[src/rtl/pipe_hazard_ctrl.sv]
// Pipeline hazard / stall controller: load-use bubbles, fetch and data-memory stalls, HLT drain.
// Optional performance counters are built only when PIPE_HAZARD_CTRL_PERF_EN is defined.
module pipe_hazard_ctrl (
  input  logic       clk,
  input  logic       rst_n,
  input  logic [3:0] id_rs,
  input  logic [3:0] id_rt,
  input  logic       id_uses_rs,
  input  logic       id_uses_rt,
  input  logic       id_halt,
  input  logic       id_branch_taken,
  input  logic [3:0] ex_rd,
  input  logic       ex_mem_read,
  input  logic       imem_busy,
  input  logic       dmem_busy,
  output logic       pc_wen,
  output logic       if_id_wen,
  output logic       if_id_flush,
  output logic       id_ex_bubble,
  output logic       back_wen,
  output logic       halted,
`ifdef PIPE_HAZARD_CTRL_PERF_EN
  input  logic        perf_clr,
  output logic [15:0] stall_cnt,
  output logic [15:0] flush_cnt,
`endif
  output logic [1:0] state
);

  typedef enum logic [1:0] {
    RUN       = 2'd0,
    DMEM_WAIT = 2'd1,
    DRAIN     = 2'd2,
    HALTED    = 2'd3
  } state_t;

  state_t     state_q, state_d;
  state_t     saved_q, saved_d;
  logic [1:0] cnt_q, cnt_d;
  logic       load_use;
  logic       drain_mode;

  assign load_use = ex_mem_read && (ex_rd != 4'd0) &&
                    ((id_uses_rs && (id_rs == ex_rd)) || (id_uses_rt && (id_rt == ex_rd)));

  // A data-memory wait resumes whichever mode it interrupted.
  assign drain_mode = (state_q == DRAIN) || ((state_q == DMEM_WAIT) && (saved_q == DRAIN));

  always_ff @(posedge clk or negedge rst_n) begin
    if (!rst_n) begin
      state_q <= RUN;
      saved_q <= RUN;
      cnt_q   <= 2'd0;
    end else begin
      state_q <= state_d;
      saved_q <= saved_d;
      cnt_q   <= cnt_d;
    end
  end

  always_comb begin
    state_d = state_q;
    saved_d = saved_q;
    cnt_d   = cnt_q;
    if (state_q != HALTED) begin
      if (dmem_busy) begin
        state_d = DMEM_WAIT;
        if (state_q != DMEM_WAIT) saved_d = state_q;
      end else if (drain_mode) begin
        // The counter reaching zero this cycle ends the drain.
        if (cnt_q <= 2'd1) begin
          state_d = HALTED;
          cnt_d   = 2'd0;
        end else begin
          state_d = DRAIN;
          cnt_d   = cnt_q - 2'd1;
        end
      end else begin
        state_d = RUN;
        if (!load_use && id_halt) begin
          state_d = DRAIN;
          cnt_d   = 2'd3;
        end
      end
    end
  end

  always_comb begin
    pc_wen       = 1'b0;
    if_id_wen    = 1'b0;
    if_id_flush  = 1'b0;
    id_ex_bubble = 1'b0;
    back_wen     = 1'b0;
    halted       = 1'b0;
    if (!rst_n) begin
      if_id_flush  = 1'b1;
      id_ex_bubble = 1'b1;
    end else if (state_q == HALTED) begin
      halted = 1'b1;
    end else if (dmem_busy) begin
      pc_wen = 1'b0;
    end else if (drain_mode || load_use) begin
      id_ex_bubble = 1'b1;
      back_wen     = 1'b1;
    end else if (id_halt) begin
      if_id_wen   = 1'b1;
      if_id_flush = 1'b1;
      back_wen    = 1'b1;
    end else if (id_branch_taken) begin
      pc_wen      = 1'b1;
      if_id_wen   = 1'b1;
      if_id_flush = 1'b1;
      back_wen    = 1'b1;
    end else if (imem_busy) begin
      if_id_wen   = 1'b1;
      if_id_flush = 1'b1;
      back_wen    = 1'b1;
    end else begin
      pc_wen    = 1'b1;
      if_id_wen = 1'b1;
      back_wen  = 1'b1;
    end
  end

  assign state = state_q;

`ifdef PIPE_HAZARD_CTRL_PERF_EN
  function automatic logic [15:0] sat_inc(input logic [15:0] v);
    return (v == 16'hFFFF) ? v : v + 16'd1;
  endfunction

  always_ff @(posedge clk or negedge rst_n) begin
    if (!rst_n) begin
      stall_cnt <= 16'd0;
      flush_cnt <= 16'd0;
    end else if (perf_clr) begin
      stall_cnt <= 16'd0;
      flush_cnt <= 16'd0;
    end else begin
      if (!pc_wen && (state_q != HALTED)) stall_cnt <= sat_inc(stall_cnt);
      if (if_id_flush) flush_cnt <= sat_inc(flush_cnt);
    end
  end
`endif

endmodule

[config.mk]
export PLATFORM = sky130hd
export DESIGN_NAME = pipe_hazard_ctrl
export DESIGN_NICKNAME = d
export VERILOG_FILES = /design/src/rtl/pipe_hazard_ctrl.sv
export SDC_FILE = /design/constraint.sdc
export NUM_CORES = 1
export LEC_CHECK = 0
export BUFFER_PORTS_ARGS = -buffer_cell sky130_fd_sc_hd__buf_4
export CORE_AREA = 2 2 39 41
export CTS_CLUSTER_DIAMETER = 100
export DETAILED_ROUTE_END_ITERATION = 8
export DIE_AREA = 0 0 41 43
export PLACE_DENSITY = 0.65
export SYNTH_ARGS = -nofsm -noshare
export SYNTH_HDL_FRONTEND = slang
export SYNTH_SLANG_ARGS = --single-unit
[constraint.sdc]
create_clock -name clk -period 1.8 [get_ports clk]
set_clock_uncertainty 0.2 [all_clocks]
set_input_delay 0.18 -clock clk [delete_from_list [all_inputs] [get_ports clk]]
set_output_delay 0.18 -clock clk [all_outputs]
set_load 0.005 [all_outputs]
# Word level (Yosys, flattened, before mapping)
# Index checks and enable logic that the tools add are counted.
dict set report totals {
  ff_bits 6
  input_bits 21
  out_inout_bits 8
}
dict set report op_classes {
  n_addsub 1
  magnitude_cmp 1
  eq_ne 8
  n_mux 34
  n_bitwise 1
  reduce_logical 14
}
# op n
set op_table {}
lappend op_table {{two-way mux 1 bit} 28}
lappend op_table {{two-way mux 2 bit} 6}
lappend op_table {{== test 4 bit} 2}
lappend op_table {{== test 2 bit (second input constant)} 3}
lappend op_table {{logical AND 1 bit} 6}
lappend op_table {{AND reduction 3 bit} 2}
lappend op_table {{nonzero test 4 bit} 1}
lappend op_table {{logical OR 1 bit} 3}
lappend op_table {{== test 2 x 1 -> 1 bit (second input constant)} 1}
lappend op_table {{less-or-equal comparator 2 x 1 -> 1 bit (second input constant)} 1}
lappend op_table {{!= test 2 x 1 -> 1 bit (second input constant)} 1}
lappend op_table {{!= test 2 bit (second input constant)} 1}
lappend op_table {{nonzero test 2 bit} 1}
lappend op_table {{subtractor 2 x 1 -> 2 bit (second input constant)} 1}
lappend op_table {{logical NOT 1 bit} 1}
lappend op_table {{NOT 1 bit} 1}

# Depth between registers and ports, before layout
# Gate-level depths: netlist (run 1).
dict set report logic_depth {
  word_depth 9
  mapped_depth 5
  depth_no_buf 5
}

# Worst setup path before layout (run 1)
# OpenSTA, ideal clock, no wires.
dict set report synth_path {
  kind {register -> output}
  from {reg saved_q[1]}
  to {out pc_wen}
  arrival_ps 1346
  t_required_ps 1420
  slack_ps 74
  path_stages_with_launch 5
  path_buffers 0
  cell_sequence {dfrtp_1 > nor3b_1 > mux2i_1 > nand4_2 > a2111oi_2}
}
dict set report synth_via {
  elab_chain_len 8
}
# item line
set synth_lines {}
lappend synth_lines {{start, declared} 38} ;# state_t saved_q, saved_d;
lappend synth_lines {{start signal, assigned} 56} ;# saved_q <= saved_d;
lappend synth_lines {{== test 2 bit} 47} ;# assign drain_mode = (state_q == DRAIN) || ((state_q == DMEM_WAIT) && (saved_q == DRAIN));
lappend synth_lines {{logical AND 1 bit} 47}
lappend synth_lines {{logical OR 1 bit} 47}
lappend synth_lines {{logical OR 1 bit} 102} ;# end else if (drain_mode || load_use) begin
lappend synth_lines {{two-way mux 1 bit} 102}
lappend synth_lines {{two-way mux 1 bit} 100} ;# end else if (dmem_busy) begin
lappend synth_lines {{two-way mux 1 bit} 98} ;# end else if (state_q == HALTED) begin
lappend synth_lines {{two-way mux 1 bit} 95} ;# if (!rst_n) begin
lappend synth_lines {{end, declared} 16} ;# output logic pc_wen,
# No other way between the ends.

# Final worst setup path (run 1)
dict set report layout_path {
  from {reg saved_q[1]}
  to {out if_id_flush}
}
dict set report layout_via {
  elab_chain_len 8
}
# item line
set layout_lines {}
lappend layout_lines {{== test 2 bit} 47}
lappend layout_lines {{logical AND 1 bit} 47}
lappend layout_lines {{logical OR 1 bit} 47}
lappend layout_lines {{logical OR 1 bit} 102}
lappend layout_lines {{two-way mux 1 bit} 102}
lappend layout_lines {{two-way mux 1 bit} 100}
lappend layout_lines {{two-way mux 1 bit} 98}
lappend layout_lines {{two-way mux 1 bit} 95}
lappend layout_lines {{end, declared} 18} ;# output logic if_id_flush,
# No other way between the ends.

==> results of run 1 <==
## placed cells by master, fill, tap and decap left out, drive strengths merged
cell	n
nand2	1
o21ai	4
a41oi	1
buf	42
nor3	4
and2	2
nand3	1
o211ai	2
xor2	6
mux2i	1
nor3b	1
o41a	1
and3	1
a21oi	1
mux2	1
clkbuf	3
xnor2	2
a2111oi	1
nand4	4
o22ai	1
dlygate4sd3	2
inv	6
nor2	2
dfrtp	6
nand2b	1
## worst max path at each step
| stage | start | endpoint | slack [ns] | cells after the start |
|---|---|---|---|---|
| 4_1_cts | saved_q[1] | pc_wen | -0.11 | 5 |
| 3_3_place_gp | ex_rd[0] | pc_wen | -0.09 | 6 |
| 3_5_place_dp | ex_rd[0] | pc_wen | -0.10 | 6 |
| 6_report | saved_q[1] | if_id_flush | -0.11 | 6 |
| 2_1_floorplan | saved_q[1] | pc_wen | 0.07 | 4 |
| 5_1_grt | saved_q[1] | pc_wen | -0.22 | 5 |
## layout make-up
| class | count | area share |
|---|---|---|
| sequential | 6 | 0.177 |
| tap | 16 | 0.0234 |
| multi-input combinational | 38 | 0.351 |
| clock buffer | 3 | 0.0263 |
| inverter | 6 | 0.0263 |
| timing repair buffer | 44 | 0.396 |
## stage by stage
| stage | power [mW] | setup TNS [ns] | worst slack, ns |
|---|---|---|---|
| after CTS | 0.477 | -0.255 | -0.112 |
| final | 0.491 | -0.238 | -0.110 |
| after global routing | 0.526 | -0.629 | -0.215 |
| after floorplan | 0.248 | 0 | 0.0738 |
| after global placement | 0.335 | -0.133 | -0.0894 |
| after detailed placement | 0.340 | -0.197 | -0.100 |
## critical path, cell delays in order (launching register included)
cell,delay (ns)
dfrtp_1,0.36
nor3b_2,0.15
mux2i_1,0.21
nand4_2,0.15
buf_6,0.16
o21ai_2,0.12
buf_4,0.12
## cells by family (layout without fill, tap and decap cells)
kind of cell    count (synthesis)  in the layout  synth area share
flops                           6              6             0.337
xor+xnor                        8              8             0.157
compound gates                 11             11             0.183
buf+inv                         6             53            0.0506
simple gates                   17             17             0.225
mux                             2              2            0.0478
## flip-flops by register name, summed over array words and instances, names as in the netlist
| register | count |
|---|---|
| cnt_q | 2 |
| saved_q | 2 |
| state | 2 |
## power groups by stage
stage,Combinational (mW),Clock (mW),Sequential [mW]
2_1_floorplan,0.0612,0,0.187
3_3_place_gp,0.145,0,0.190
3_5_place_dp,0.150,0,0.190
4_1_cts,0.155,0.131,0.190
5_1_grt,0.192,0.140,0.194
6_report,0.172,0.126,0.192
## layer usage
layer | wire length [um] | vias up | track usage
li1 | - | 276 | -
met1 | 548 | 260 | 0.209
met2 | 688 | 24 | 0.272
met3 | 84 | 0 | 0.0209
met4 | 0 | 0 | 0.0800
met5 | 0 | - | 0
## repair_timing
| action | in CTS | in global routing |
|---|---|---|
| hold buffers | 2 | 0 |
| pin swaps | 4 | 1 |
| buffers inserted | 3 | 1 |
| endpoints found under the setup margin | 4 | 6 |
| gates cloned | 0 | 0 |
| gates resized for setup | 5 | 4 |
| endpoints found under the hold margin | 7 | 0 |
==> flow_summary.yaml, run 1 <==
layout:
  final_util: 0.618
  drive_gt1_frac: 0.567
  ff_latch_area_um2: 151
  multi_input_area_um2: 300
  nets: 120
  num-fill-cells: 128
  diodes: 0
  instances_no_fill: 113
  final_cell_area_um2: 856
  areaGrowthSynthToFinish_pct: 92.1
hold_path:
  hold_depth: 3
  whs_endpoint: "state[1]"
  hold_path.startpoint: "id_halt"
  hold_class: "input pin to flip-flop"
clocking:
  insertion_delay_ns: 0.25
  cts_tree: "built"
  htree_levels: 1
  cts_buffers: 3
  clockBufferDepth: 2
  cts.reportedPaths.clkPinSlew_ns: 0.04
  cts_root_buf: "clkbuf_4"
  cts_sinks: 6
sta:
  max_slew_margin: 0.805
  slew_viol_final: 0
  fin_hold_ws_ns: 0.0543
  rsz0062_at_grt: "yes"
  period_needed_ns: 1.91
  setup_ws_ns: -0.110
  hold_viol: 0
  post-route-period-util: 1.06
  worstMarginPinSlew_ns: 0.292
  fmaxAchievable_mhz: 524
  finalSetupViolations: 3
pwr:
  seq_power_share: 0.392
  combPwrFrac: 0.351
  irDropWorstVdd_mv: 0.225
  sw_frac_of_total: 0.275
  leakage_nw: 0.403
  p_switching_uw: 135
  clkPwrFrac: 0.257
  power_density_nw_per_um2: 573
  internal_power_uw: 355
routing:
  dr_total_vias: 560
  drc_errors: 0
  antenna_left: 0
  viasPerCell: 4.96
  wirelength_um: 1320
  drtIter0Drc: 5
  first_pass_iters: 4
  wl_per_cell_um: 11.7
die:
  ioPinCount: 29
  initial_core_util: 0.322
  die_x_um: 41
  fp.coreArea_um2: 1380
  die_y_um: 43
  rows: 14
  die_area_um2: 1760
worst_setup_path:
  critPathMaxFanout: 3
  reg2reg_to: "cnt_q[0]"
  critPathLaunchType: "flip-flop"
  crit_arrival_ns: 1.53
  reg2regPathDepth: 7
  critical_path_required_ns: 1.42
  r2r_setup_slack_ns: 0.18
  cp-end-kind: "output pin"
  crit_type: "flip-flop to output pin"
  reg2reg_from: "state[1]"
synthesis:
  yosysTopAreaCellShare: 0.337
  yosys_most_used_dff: "dfrtp_1"
  synth_top_cell_by_area: "dfrtp_1"
  ys_types: 23
  ys_seq_area_frac: 0.337
  avgSynthCellArea_um2: 8.91
  netlist_top_cells_count: "dfrtp_1, inv_1, xor2_1"
  synth_edf_count: 0
  synth_cells: 50
  synth_area_leaders: "dfrtp_1, xor2_1, inv_1, nor3_1, o21ai_0"
  synth-seq-cells: 6
  synth_fp_nets: 71
  synth_area_um2: 445
  synth-warning-count: 0
  synthArstFlopShare: 1.00
status:
  outcome: "finished, violations left"
  violations: "negative setup slack"
place:
  place.gp.congestion: 0.676
  place_inst: 104
  place_area_um2: 751
  port_buffers: 28
  dpl.hpwl_um: 952
global_routing:
  grt_overflow: 0
  first_global_vias: 546
  antenna_found_initial: 0
  grt_max_degree: 7
  grtUsageTotal: 0.169
  grt_pass1_wl_um: 2100
job:
  drv_cap: 0
No activity file was read; power rests on OpenSTA's default activity.
==> run 2: changes to the inputs <==
--- a/config.mk
+++ b/config.mk
@@ -5,12 +5,14 @@
 export SDC_FILE = /design/constraint.sdc
 export NUM_CORES = 1
 export LEC_CHECK = 0
+export ABC_AREA = 1
 export BUFFER_PORTS_ARGS = -buffer_cell sky130_fd_sc_hd__buf_4
 export CORE_AREA = 2 2 39 41
 export CTS_CLUSTER_DIAMETER = 100
 export DETAILED_ROUTE_END_ITERATION = 8
 export DIE_AREA = 0 0 41 43
-export PLACE_DENSITY = 0.65
+export HOLD_SLACK_MARGIN = 0.1
+export PLACE_DENSITY = 0.72
 export SYNTH_ARGS = -nofsm -noshare
 export SYNTH_HDL_FRONTEND = slang
 export SYNTH_SLANG_ARGS = --single-unit
==> run 2 against run 1 <==
  * The flow now finishes without violations
  * Power up 75%
  * Setup slack better by 0.15 ns
  * Count of clock-buffer cells in the layout is the same
  * Cell count up 30%
  * Largest cell class is now multi-input combinational cells
  * Largest power group is now combinational cells
  * Routed wire length is 3.3% lower
  * Worst hold slack better by 0.035 ns
  * Sequential power increased by 22%
  * Synthesized cell count rose by 84%
==> flow_summary.yaml, run 2 <==
status:
  outcome: "finished clean"
worst_setup_path:
  crit_arrival_ns: 1.38
  critical_path_required_ns: 1.42
  critPathLaunchType: "flip-flop"
  cp-end-kind: "output pin"
  critPathMaxFanout: 4
  crit_type: "flip-flop to output pin"
  reg2regPathDepth: 12
die:
  ioPinCount: 29
  rows: 14
  fp.coreArea_um2: 1380
  initial_core_util: 0.387
  die_x_um: 41
  die_area_um2: 1760
  die_y_um: 43
synthesis:
  synthArstFlopShare: 1.00
  ys_types: 19
  netlist_top_cells_count: "nand2_1, nor2_1, inv_1"
  synth_fp_nets: 113
  synth_area_um2: 536
  synth-seq-cells: 6
  synth_top_cell_by_area: "dfrtp_1"
  yosysTopAreaCellShare: 0.280
  synth_area_leaders: "dfrtp_1, nand2_1, nor2_1, inv_1, inv_2"
  ys_seq_area_frac: 0.280
  synth-warning-count: 0
  synth.most_common_cell: "nand2_1"
  yosys_most_used_dff: "dfrtp_1"
  avgSynthCellArea_um2: 5.82
  synth_cells: 92
  synth_edf_count: 0
sta:
  fmaxAchievable_mhz: 567
  rsz0062_at_grt: "yes"
  slew_viol_final: 0
  worstMarginPinSlew_ns: 0.273
  post-route-period-util: 0.980
  finalSetupViolations: 0
  fin_setup_tns_ns: 0
  hold_viol: 0
  period_needed_ns: 1.76
  max_slew_margin: 0.818
layout:
  nets: 154
  layout_commonest_cell: "buf_4"
  layout_common_cells: "buf_4, nand2_1, inv_1, nor2_1, inv_2"
  final_cell_area_um2: 861
  num-fill-cells: 137
  drive_gt1_frac: 0.420
  ff_latch_area_um2: 150
  multi_input_area_um2: 312
  diodes: 0
  areaGrowthSynthToFinish_pct: 60.7
global_routing:
  grt_pass1_wl_um: 1970
  grtUsageTotal: 0.160
  first_global_vias: 547
  grt_overflow: 0
  grt_max_degree: 7
  antenna_found_initial: 0
place:
  port_buffers: 28
  place_area_um2: 766
  place.gp.congestion: 0.768
  dpl.hpwl_um: 1020
pwr:
  irDropWorstVdd_mv: 0.457
  sw_frac_of_total: 0.397
  seq_power_share: 0.272
  internal_power_uw: 518
  leakage_nw: 0.504
  power_density_nw_per_um2: 998
  clkPwrFrac: 0.140
  p_switching_uw: 341
  combPwrFrac: 0.588
routing:
  wirelength_um: 1280
  wl_per_cell_um: 8.69
  drtIter0Drc: 5
  viasPerCell: 4.35
  antenna_left: 0
  drc_errors: 0
  first_pass_iters: 3
  dr_total_vias: 639
clocking:
  clockBufferDepth: 2
  cts_buffers: 3
  insertion_delay_ns: 0.24
  cts_tree: "built"
  cts_root_buf: "clkbuf_4"
  cts_sinks: 6
  cts.reportedPaths.clkPinSlew_ns: 0.05
  htree_levels: 1
job:
  drv_cap: 0
hold_path:
  hold_depth: 5
  hold_class: "input pin to flip-flop"
-- run 2: power groups by stage --
stage / clock (mW) / sequential (mW) / combinational, mW
2_1_floorplan: 0 / 0.229 / 0.264
3_3_place_gp: 0 / 0.230 / 0.418
3_5_place_dp: 0 / 0.234 / 0.424
4_1_cts: 0.125 / 0.235 / 0.455
5_1_grt: 0.131 / 0.245 / 0.568
6_report: 0.120 / 0.234 / 0.505
-- run 2: worst max-delay path, cell delays in order (launching register included) --
cell and delay (ns):
dfrtp_1 0.41, inv_1 0.07, nor2_1 0.05, nand3_1 0.08, nand2_2 0.07, a21oi_2 0.14
nand2_1 0.10, nor3_2 0.10, buf_4 0.13
-- run 2: logic make-up (layout without fill, tap and decap cells) --
kind of cell              count (synthesis)  count (layout)  share of synthesized area
DFF                                       6               6                      0.280
xor gates and xnor gates                  1               1                     0.0164
AOI/OAI and AO/OA                         7               7                     0.0864
and+or+nand+nor                          57              57                      0.470
buffers and inverters                    21              60                      0.147
-- run 2: path summary, 6_finish.rpt --
path,slack [ns],endpoint,from
hold / removal,0.09,state[0],dmem_busy
min in group asynchronous,0.70,state[1],rst_n
max in group asynchronous,0.48,cnt_q[0],rst_n
hold reg to reg,0.29,saved_q[0],saved_q[0]
setup / recovery,0.04,pc_wen,state[0]
setup reg to reg,0.22,cnt_q[0],state[0]
-- run 2: what timing repair did --
item / in CTS / in global routing
endpoints found under the hold margin: 11 / 0
pin swaps: 2 / 2
buffers inserted: 1 / 4
hold buffers: 3 / 0
setup endpoints to repair: 1 / 4
resized for setup: 2 / 0
-- run 2: layout make-up --
| type | count | area share |
|---|---|---|
| Clock buffer | 3 | 0.0262 |
| Timing Repair Buffer | 36 | 0.323 |
| Multi-Input combinational cell | 65 | 0.362 |
| Sequential cell | 6 | 0.174 |
| Tap cell | 16 | 0.0233 |
| Inverter | 21 | 0.0916 |
-- run 2: stage by stage --
stage	power (mW)	utilization	cells	hold WS [ns]	setup slack (ns)
after floorplan	0.493	-	92	-0.316	0.347
after global placement	0.649	0.553	136	-0.200	0.248
after detailed placement	0.657	0.553	136	-0.198	0.204
after CTS	0.814	0.600	143	0.0423	0.0102
after global routing	0.945	0.622	147	0.108	-0.0603
final	0.859	0.622	147	0.0889	0.0358
-- run 2: layer usage --
layer	global-route usage	vias up	wire, um
met3	0.0471	0	80
met1	0.180	266	523
li1	-	352	-
met5	0	-	0
met2	0.278	21	675
met4	0.0400	0	0
==> run 3: changes to the inputs <==
==> constraint.sdc (replaced) <==
create_clock -name clk -period 1.98 [get_ports clk]
set_clock_uncertainty 0.2 [all_clocks]
set_input_delay 0.198 -clock clk [delete_from_list [all_inputs] [get_ports clk]]
set_output_delay 0.198 -clock clk [all_outputs]
set_load 0.005 [all_outputs]
==> run 3 against run 2 <==
  * Die area unchanged
  * Non-clock buffer count is 6 lower
  * Combinational power decreased by 24%
  * Routed wire length fell by 13%
  * Design area is 5.8% lower
  * Via count is 7.0% lower
  * Setup slack better by 0.082 ns
  * Sequential share of layout area rose by 1.1 points
  * Global-route usage is 1.6 points lower
  * Critical path type is now input pin to output pin
  * Largest power group unchanged
  * Highest routed layer unchanged
==> flow_summary.yaml, run 3 (synthesis gave the netlist of run 2 again) <==
sta:
  setup_ws_ns: 0.117
  fin_hold_ws_ns: 0.117
  fin_setup_tns_ns: 0
  period_needed_ns: 1.86
  slew_viol_final: 0
  max_slew_margin: 0.833
  rsz0062_at_grt: "no"
  finalSetupViolations: 0
  worstMarginPinSlew_ns: 0.248
  fmaxAchievable_mhz: 537
  hold_viol: 0
  post-route-period-util: 0.941
place:
  dpl.hpwl_um: 1010
  place.gp.congestion: 0.755
  post-place-ws_ns: 0.390
  port_buffers: 28
  place_inst: 136
worst_setup_path:
  crit_type: "input pin to output pin"
  crit_arrival_ns: 1.46
  cp-end-kind: "output pin"
  critPathLaunchType: "input pin"
  critical_path_required_ns: 1.58
  critPathMaxFanout: 4
hold_path:
  hold_class: "input pin to async pin"
die:
  die_y_um: 43
  ioPinCount: 29
  die_area_um2: 1760
  die_x_um: 41
  rows: 14
  initial_core_util: 0.387
  fp.coreArea_um2: 1380
pwr:
  power_density_nw_per_um2: 867
  irDropWorstVdd_mv: 0.416
  leakage_nw: 0.475
routing:
  wirelength_um: 1110
  viasPerCell: 4.21
  antenna_left: 0
  first_pass_iters: 3
  drtIter0Drc: 6
  drc_errors: 0
  wl_per_cell_um: 7.86
  dr_total_vias: 594
clocking:
  cts_sinks: 6
  post_cts_buffers: 0
  cts_buffers: 3
  cts_tree: "built"
  insertion_delay_ns: 0.24
  htree_levels: 1
  cts_root_buf: "clkbuf_4"
  cts.reportedPaths.clkPinSlew_ns: 0.05
  clockBufferDepth: 2
layout:
  areaGrowthSynthToFinish_pct: 51.4
  instances_no_fill: 141
  diodes: 0
  nets: 148
  drive_gt1_frac: 0.392
  layout_common_cells: "nand2_1, buf_4, inv_1, nor2_1, inv_2"
global_routing:
  grtUsageTotal: 0.145
  antenna_found_initial: 0
  first_global_vias: 518
  grt_overflow: 0
  grt_max_degree: 10
  grt_pass1_wl_um: 1820
status:
  outcome: "finished clean"
job:
  drv_cap: 0
run 3: worst paths after layout:
check	cells past startpoint	start	endpoint	slack, ns
worst max-delay path	8	dmem_busy	pc_wen	0.12
worst min-delay path	2	rst_n	state[1]	0.12
worst max register to register	10	state[1]	cnt_q[0]	0.51
worst min register to register	2	cnt_q[0]	cnt_q[0]	0.30
max in group asynchronous	2	rst_n	cnt_q[1]	1.33
min in group clk	5	id_halt	cnt_q[0]	0.15
run 3: area by class of cell:
cell class | instances | area [um^2]
Inverter | 21 | 78.8
Clock buffer | 3 | 22.5
Tap cell | 16 | 20.0
Fill cell | 138 | 573
Timing Repair Buffer | 30 | 230
Sequential cell | 6 | 150
Multi-Input combinational cell | 65 | 309
run 3: per-stage QoR:
| step | area [um^2] | total power, mW | util |
|---|---|---|---|
| final | 811 | 0.703 | 0.586 |
| after global placement | 766 | 0.589 | 0.553 |
| after CTS | 808 | 0.711 | 0.584 |
| after floorplan | 536 | 0.448 | - |
| after detailed placement | 766 | 0.595 | 0.553 |
| after global routing | 811 | 0.773 | 0.586 |
run 3: critical path: stages:
cell           delay, ns
dlygate4sd3_1       0.54
buf_4               0.15
nor2_4              0.12
inv_2               0.06
nor2_2              0.09
nand2_1             0.08
nor3_2              0.10
buf_4               0.12
run 3: power by group:
group,switching [mW],leakage (nW),internal (mW)
sequential,0.0376,0.0726,0.173
clock,0.0409,0.0138,0.0683
combinational,0.207,0.389,0.176
run 3: metal layers:
layer | global-route usage | vias up | wire length [um]
met5 | 0 | - | 0
met4 | 0.0200 | 0 | 0
met3 | 0.0471 | 0 | 63
met2 | 0.238 | 19 | 541
met1 | 0.181 | 232 | 503
li1 | - | 343 | -
run 3: timing repair:
action | CTS | global route
gates resized for setup | 0 | 1
hold buffers | 2 | 0
setup endpoints to repair | 0 | 1
hold endpoints to repair | 10 | 0
